[config.mk]
export PLATFORM = sky130hd
export DESIGN_NAME = sym_fir_engine
export DESIGN_NICKNAME = d
export VERILOG_FILES = /design/src/rtl/sym_fir_engine.sv
export SDC_FILE = /design/constraint.sdc
export NUM_CORES = 1
export LEC_CHECK = 0
export ABC_CLOCK_PERIOD_IN_PS = 15310
export CAP_MARGIN = 0
export CORE_MARGIN = 2
export CORE_UTILIZATION = 50
export CTS_BUF_LIST = sky130_fd_sc_hd__clkbuf_4 sky130_fd_sc_hd__clkbuf_8
export DETAILED_ROUTE_END_ITERATION = 7
export MAX_ROUTING_LAYER = met4
export PLACE_DENSITY = 0.74
export RECOVER_POWER = 50
export SETUP_SLACK_MARGIN = 0.5
export SLEW_MARGIN = 20
export SYNTH_ARGS = -nofsm -noshare
export SYNTH_HDL_FRONTEND = slang
export SYNTH_SLANG_ARGS = --single-unit
[constraint.sdc]
create_clock -name iClk12M -period 15.31 [get_ports iClk12M]
set_clock_uncertainty 0.2 [all_clocks]
set_input_delay 3.8275 -clock iClk12M [delete_from_list [all_inputs] [get_ports iClk12M]]
set_output_delay 3.8275 -clock iClk12M [all_outputs]
set_load 0.01 [all_outputs]
[src/rtl/sym_fir_engine.sv]
// sym_fir_engine: symmetric odd-length FIR with folded pre-add, NUM_MAC parallel MAC lanes and saturated output
// Ports:
//   iClk12M          system clock
//   iRsn             asynchronous active-low reset
//   iEnSample600k    one-cycle sample strobe, iFirIn valid with it
//   iFirIn           signed input sample
//   iCoeffUpdateFlag coefficient update mode request (sampled in IDLE only)
//   iCoeffWrEn       coefficient write strobe (honoured in UPDATE only)
//   iCoeffAddr       coefficient index k, writes with k >= U are dropped
//   iCoeffWrDt       coefficient data
//   oFirOut          saturated filter result, holds between results
//   oFirValid        one-cycle pulse when oFirOut is updated
//   oBusy            high while a sample is being computed (CALC/SUM)
//   oOverrun         one-cycle pulse when a strobe is dropped while busy
// Build option: define SYM_FIR_ROUND_EN to round half up before the OUT_SHIFT shift.
module sym_fir_engine #(
    parameter int NUM_TAPS    = 33,
    parameter int NUM_MAC     = 2,
    parameter int IN_WIDTH    = 3,
    parameter int COEFF_WIDTH = 16,
    parameter int ACC_WIDTH   = 25,
    parameter int OUT_WIDTH   = 16,
    parameter int OUT_SHIFT   = 0
) (
    input  logic                          iClk12M,
    input  logic                          iRsn,
    input  logic                          iEnSample600k,
    input  logic signed [IN_WIDTH-1:0]    iFirIn,
    input  logic                          iCoeffUpdateFlag,
    input  logic                          iCoeffWrEn,
    input  logic [5:0]                    iCoeffAddr,
    input  logic signed [COEFF_WIDTH-1:0] iCoeffWrDt,
    output logic signed [OUT_WIDTH-1:0]   oFirOut,
    output logic                          oFirValid,
    output logic                          oBusy,
    output logic                          oOverrun
);
    localparam int U  = (NUM_TAPS + 1) / 2;
    localparam int C  = (U + NUM_MAC - 1) / NUM_MAC;
    localparam int CW = C > 1 ? $clog2(C) : 1;
    localparam int PW = IN_WIDTH + 1;
    localparam int MW = PW + COEFF_WIDTH;
    localparam int SW = ACC_WIDTH + 2;
`ifdef SYM_FIR_ROUND_EN
    localparam int RSH = OUT_SHIFT > 0 ? OUT_SHIFT - 1 : 0;
    localparam logic signed [SW-1:0] RND = OUT_SHIFT > 0 ? SW'(1) <<< RSH : '0;
`else
    localparam logic signed [SW-1:0] RND = '0;
`endif
    localparam logic signed [SW-1:0] SAT_MAX = (SW'(1) <<< (OUT_WIDTH - 1)) - SW'(1);
    localparam logic signed [SW-1:0] SAT_MIN = -SAT_MAX - SW'(1);

    typedef enum logic [1:0] {IDLE, UPDATE, CALC, SUM} state_t;
    state_t state, state_nx;

    logic signed [IN_WIDTH-1:0]    x    [NUM_TAPS];
    logic signed [COEFF_WIDTH-1:0] h    [U];
    logic signed [PW-1:0]          pre  [NUM_MAC];
    logic signed [COEFF_WIDTH-1:0] coef [NUM_MAC];
    logic signed [MW-1:0]          mul  [NUM_MAC];
    logic signed [ACC_WIDTH-1:0]   prod [NUM_MAC];
    logic signed [ACC_WIDTH-1:0]   acc  [NUM_MAC];
    logic signed [SW-1:0]          lane_sum, shifted, sat;
    logic [CW-1:0]                 cnt;
    logic                          drain, mul_vld, shift_en, start;

    assign shift_en = iEnSample600k && (state == IDLE || state == UPDATE);
    assign start    = iEnSample600k && !iCoeffUpdateFlag && state == IDLE;
    assign oBusy    = state == CALC || state == SUM;

    // Lane j on cycle cnt handles k = cnt*NUM_MAC + j; slots past the centre tap stay zero.
    always_comb begin
        for (int j = 0; j < NUM_MAC; j++) begin
            pre[j]  = '0;
            coef[j] = '0;
            for (int k = 0; k < U; k++) begin
                if (int'(cnt) * NUM_MAC + j == k) begin
                    pre[j]  = (k == U - 1) ? PW'(x[k]) : PW'(x[k]) + PW'(x[NUM_TAPS-1-k]);
                    coef[j] = h[k];
                end
            end
            mul[j] = MW'(pre[j]) * MW'(coef[j]);
        end
    end

    always_comb begin
        lane_sum = RND;
        for (int j = 0; j < NUM_MAC; j++)
            lane_sum = lane_sum + SW'(acc[j]);
        shifted = lane_sum >>> OUT_SHIFT;
        sat     = shifted > SAT_MAX ? SAT_MAX : shifted < SAT_MIN ? SAT_MIN : shifted;
    end

    // CALC spends one extra drain cycle so the last registered product lands before SUM.
    always_comb begin
        state_nx = state;
        case (state)
            IDLE:    state_nx = iCoeffUpdateFlag ? UPDATE : (iEnSample600k ? CALC : IDLE);
            UPDATE:  state_nx = iCoeffUpdateFlag ? UPDATE : IDLE;
            CALC:    state_nx = drain ? SUM : CALC;
            default: state_nx = IDLE;
        endcase
    end

    always_ff @(posedge iClk12M or negedge iRsn) begin
        if (!iRsn) begin
            state     <= IDLE;
            cnt       <= '0;
            drain     <= 1'b0;
            mul_vld   <= 1'b0;
            oFirOut   <= '0;
            oFirValid <= 1'b0;
            oOverrun  <= 1'b0;
            for (int i = 0; i < NUM_TAPS; i++) x[i] <= '0;
            for (int k = 0; k < U; k++) h[k] <= '0;
            for (int j = 0; j < NUM_MAC; j++) begin
                prod[j] <= '0;
                acc[j]  <= '0;
            end
        end else begin
            state     <= state_nx;
            cnt       <= state == CALC ? cnt + CW'(cnt != CW'(C - 1)) : '0;
            drain     <= state == CALC && cnt == CW'(C - 1);
            mul_vld   <= state == CALC && !drain;
            oFirValid <= state == SUM;
            oOverrun  <= iEnSample600k && oBusy;
            if (state == SUM)
                oFirOut <= OUT_WIDTH'(sat);
            if (shift_en) begin
                x[0] <= iFirIn;
                for (int i = 1; i < NUM_TAPS; i++) x[i] <= x[i-1];
            end
            for (int k = 0; k < U; k++)
                if (state == UPDATE && iCoeffWrEn && iCoeffAddr == 6'(k))
                    h[k] <= iCoeffWrDt;
            for (int j = 0; j < NUM_MAC; j++) begin
                prod[j] <= ACC_WIDTH'(mul[j]);
                acc[j]  <= start ? '0 : mul_vld ? acc[j] + prod[j] : acc[j];
            end
        end
    end
endmodule

==> impl_results.rst <==
.. list-table::
   :header-rows: 1

   * - Metric
     - Value
   * - First-pass GRT wire length
     - 114000 µm
   * - Area growth syn-to-layout
     - 9.50%
   * - Top achievable clock speed
     - approximately 0.099 GHz
   * - Iteration count of the initial detailed-routing pass
     - 7
   * - Cell Int Power
     - 3.20 mW
   * - Die Height
     - 247 µm
   * - Post-Route Setup TNS
     - 0 ns
   * - Initial core utilization
     - between 50 and 60%
   * - Port buffer count
     - 48
   * - Failing checks
     - capacitance limit, slew limit
   * - Switching Power
     - 2.00 mW
   * - Hold crit path type
     - reg2reg
   * - Element type at the critical path end
     - register
   * - Portion of the post-synthesis area used by sequential elements
     - 41.2%
   * - Yosys warnings
     - 0
   * - Share of async-settable or async-resettable flops after synthesis
     - 100%
   * - Hold path startpoint
     - drain
   * - Destination of the worst register-to-register timing path
     - prod[19]
   * - Final hold vios
     - 0
   * - Hold-fix buffers, CTS
     - 0
   * - Start point of the critical path
     - cnt[0]
   * - Leading cell types in the layout, fill and taps excluded
     - sky130_fd_sc_hd__dfrtp_1, sky130_fd_sc_hd__mux2_2, sky130_fd_sc_hd__nor2_1, sky130_fd_sc_hd__ha_1, sky130_fd_sc_hd__a21oi_1
   * - Final setup margin
     - 5.25 ns
   * - Number of nets at the end of the flow
     - 3075
   * - Worst Path Required
     - 15.70 ns
   * - Die area
     - 61100 µm²
   * - Total congestion overflow after global routing
     - 0
   * - Sequential cell area in the final layout
     - 12200 µm²
   * - Clock-pin slew reported for the worst setup and hold paths after clock tree synthesis
     - 0.06 ns
   * - Final instance area
     - 32400 µm²
   * - Minimum period implied by the final worst setup slack
     - 10.06 ns
   * - Cell area reported after detailed placement
     - between 30000 and 40000 µm²
   * - Combined area of the multi-input logic cells
     - 16500 µm²
   * - Total number of vias
     - 21100
   * - GRT Overall Usage
     - 23.6%
   * - Starting DRC count in detailed routing
     - 1407
   * - Buffer type at the clock tree root
     - sky130_fd_sc_hd__clkbuf_8
   * - Ratio of routed vias to standard cells
     - 5.86
   * - Relative max-transition margin
     - -310%
   * - Count of distinct cell types in the synthesized netlist
     - 80
   * - Die outline width
     - 247 µm
   * - ANT nets after route
     - 0
   * - Cell count after synthesis
     - 2731
   * - Share of final-layout standard cells stronger than drive strength 1
     - 20.3%
   * - Sequential cell fraction of total power
     - 34.1%
   * - Setup repair after global routing missed its margin
     - false
   * - Number of placed instances with taps included
     - 3447
   * - Cell types with the largest area share after synthesis
     - sky130_fd_sc_hd__dfrtp_1, sky130_fd_sc_hd__mux2_2, sky130_fd_sc_hd__ha_1
   * - Setup Fix Bufs, Post-CTS
     - 0
   * - Worst reg2reg path depth
     - 27
   * - Mean cell area of the mapped netlist
     - 10.8 µm²
   * - Share of the clock period used by the worst path
     - 65.7%
   * - Number of global-route vias before repair
     - 21800
   * - Leakage power summed over all cells
     - 15.8 nW
   * - Netlist area before placement
     - 29600 µm²
   * - Part of the total power dissipated in the clock network
     - 23.3%
   * - Latest clock arrival within the worst-skew pair
     - around 0.69 ns
   * - Number of maximum-capacitance constraint violations
     - 7
   * - Clk sinks
     - about 500
   * - Post-route insts no fill
     - 3592
   * - Final Max Tran Viols
     - about 380
   * - Power density normalized to cell area
     - 161 nW/µm²
   * - Switch share
     - 38.4%
   * - Number of enable flip-flop cells after synthesis
     - 0
   * - Critical path launch point type
     - register
   * - Top cell type's share of synthesized area
     - 41.2%
   * - Synth Register Bits
     - 487
   * - Worst-Margin Slew
     - 6.14 ns
   * - GPL Wtd Cong
     - 0.906
   * - Wire per inst
     - 19.0 µm
   * - Largest net degree at the start of global routing
     - 113
   * - Startpoint of the worst-slack reg-to-reg timing path
     - cnt[0]
   * - Worst slack, placed
     - about 7.6 ns
   * - Floorplan Core Area
     - 58700 µm²
   * - Reg-to-reg slack, setup
     - 5.25 ns
   * - Number of buffers created by CTS
     - 84
   * - Clock H-tree levels
     - 3
   * - Layout Utilization
     - 55.1%
   * - Estimated wirelength of the detail-placed design
     - 47400 µm
   * - Boundary pin count
     - 49
   * - Maximum fanout encountered on the critical timing path
     - 64
   * - Top cell type by total area after synthesis
     - sky130_fd_sc_hd__dfrtp_1
   * - TritonCTS clock tree
     - done
   * - Kind of critical path
     - reg2reg
   * - Number of instances resized during post-cts repair
     - 0
   * - Combinational share of power
     - a little over two fifths
   * - Arrival time of the worst setup path
     - roughly 10 ns
   * - Hold Worst Slack
     - 0.219 ns
   * - Primary flip-flop cell chosen by synthesis mapping
     - sky130_fd_sc_hd__dfrtp_1
   * - Net Count, Synth
     - 3045
   * - Critical Path End
     - prod[19]
   * - Number of inserted filler cells in the final layout
     - roughly 4900
   * - Number of antenna violations at the first check in global routing
     - 3
   * - Maximum vdd drop
     - about 0.12 mV
   * - Total DRC errors in the routed layout
     - 0
   * - Result of the run
     - finished with violations
   * - Leading cell type in the layout, fill and taps excluded
     - sky130_fd_sc_hd__dfrtp_1
   * - Total Routed Length
     - 68200 µm
   * - Site Rows
     - between 80 and 90
   * - Setup Viol. Count Final
     - 0
   * - Maximum root-to-sink buffer count
     - 3
   * - Power Total
     - about 5.2 mW
-- per-layer routing --
layer  vias to the layer above  wire (µm)  global-route usage, %
li1                       9882          -                      -
met1                     10600      31000                   30.5
met2                       436      32900                   38.5
met3                       110       2440                   3.30
met4                         0       1850                   7.76
met5                         -          0                      -
-- layout make-up --
cell class	instances	share of cell area [%]
Antenna cell	3	0.0232
Clock buffer	132	4.94
Clock inverter	9	0.375
Inverter	75	0.870
Multi-Input combinational cell	2037	51.1
Sequential cell	487	37.7
Tap cell	773	2.99
Timing Repair Buffer	76	2.05
-- cells by family (layout without fill, tap and decap cells) --
kind of cell,after synthesis,count (layout),synth area share (%)
XOR/XNOR,97,97,2.87
multiplexers,408,408,15.4
other,0,3,0
flip-flops,487,487,41.2
adder cells (fa/ha/maj),284,284,14.2
buffers and inverters,207,292,2.81
AO/OA/AOI/OAI,575,575,12.8
AND/OR/NAND/NOR,673,673,10.7
-- sequential cells by signal, indices dropped and copies added, names as in the netlist --
signal and flops:
prod 40, cnt 4, mul_vld 1, h 272, state 2, oOverrun 1, drain 1, acc 50
oFirValid 1, oFirOut 16, x 99
-- worst max-delay path, cell delays in order (launching register included) --
cell                        delay, ns
sky130_fd_sc_hd__dfrtp_1         0.43
sky130_fd_sc_hd__inv_1           0.10
sky130_fd_sc_hd__ha_1            0.16
sky130_fd_sc_hd__nor3b_1         1.28
sky130_fd_sc_hd__clkbuf_1        2.00
sky130_fd_sc_hd__o211ai_1        0.24
sky130_fd_sc_hd__o21ai_0         0.19
sky130_fd_sc_hd__nand3_1         0.10
sky130_fd_sc_hd__o21ai_0         0.14
sky130_fd_sc_hd__a21oi_1         0.11
sky130_fd_sc_hd__mux2i_1         0.38
sky130_fd_sc_hd__nand2b_1        0.14
sky130_fd_sc_hd__fa_1            0.52
sky130_fd_sc_hd__fa_1            0.52
sky130_fd_sc_hd__fa_1            0.55
sky130_fd_sc_hd__inv_1           0.05
sky130_fd_sc_hd__ha_1            0.22
sky130_fd_sc_hd__fa_1            0.40
sky130_fd_sc_hd__a21o_1          0.17
sky130_fd_sc_hd__a21oi_1         0.22
sky130_fd_sc_hd__o21bai_1        0.10
sky130_fd_sc_hd__a21o_1          0.21
sky130_fd_sc_hd__a21oi_1         0.19
sky130_fd_sc_hd__o21ai_0         0.15
sky130_fd_sc_hd__o41ai_1         0.58
sky130_fd_sc_hd__o2111ai_1       0.21
sky130_fd_sc_hd__a21oi_1         0.20
sky130_fd_sc_hd__xnor2_1         0.14
-- cell usage after synthesis, types with 7 or more instances --
master / instances
sky130_fd_sc_hd__inv_1: 75
sky130_fd_sc_hd__mux2i_1: 41
sky130_fd_sc_hd__nor2b_1: 46
sky130_fd_sc_hd__o21ai_0: 129
sky130_fd_sc_hd__nor3_1: 40
sky130_fd_sc_hd__buf_1: 13
sky130_fd_sc_hd__nor2_1: 251
sky130_fd_sc_hd__or3_1: 15
sky130_fd_sc_hd__clkbuf_1: 97
sky130_fd_sc_hd__nand2_1: 148
sky130_fd_sc_hd__and3_1: 8
sky130_fd_sc_hd__dfrtp_1: 487
sky130_fd_sc_hd__nand3_1: 74
sky130_fd_sc_hd__a2111oi_0: 11
sky130_fd_sc_hd__a221oi_1: 10
sky130_fd_sc_hd__nor3b_1: 7
sky130_fd_sc_hd__nand3b_1: 7
sky130_fd_sc_hd__o21bai_1: 15
sky130_fd_sc_hd__o211ai_1: 43
sky130_fd_sc_hd__nand2b_1: 22
sky130_fd_sc_hd__a22o_1: 14
sky130_fd_sc_hd__xor2_1: 36
sky130_fd_sc_hd__a21oi_1: 152
sky130_fd_sc_hd__or2_2: 7
sky130_fd_sc_hd__o22ai_2: 10
sky130_fd_sc_hd__ha_1: 197
sky130_fd_sc_hd__o22ai_1: 14
sky130_fd_sc_hd__o21a_1: 12
sky130_fd_sc_hd__fa_1: 87
sky130_fd_sc_hd__o21ai_1: 8
sky130_fd_sc_hd__mux2_2: 367
sky130_fd_sc_hd__a31oi_1: 8
sky130_fd_sc_hd__a22oi_1: 35
sky130_fd_sc_hd__nand4_1: 10
sky130_fd_sc_hd__a211oi_1: 20
sky130_fd_sc_hd__buf_2: 18
sky130_fd_sc_hd__a21o_1: 39
sky130_fd_sc_hd__xnor2_1: 61
-- how the worst min path moves through the flow --
stage / endpoint / depth (start not counted)
CTS: mul_vld / 1
finish: mul_vld / 1
detailed placement: mul_vld / 1
floorplan: mul_vld / 1
global placement: mul_vld / 1
global route: mul_vld / 1
-- power by group through the flow --
stage | combinational (mW) | sequential, mW | clock (mW)
floorplan | 1.73 | 1.71 | 0
global placement | 2.11 | 1.78 | 0
detailed placement | 2.19 | 1.79 | 0
CTS | 2.22 | 1.77 | 1.24
global route | 2.50 | 1.81 | 1.30
finish | 2.21 | 1.78 | 1.21
No activity file was read; power rests on OpenSTA's default activity.
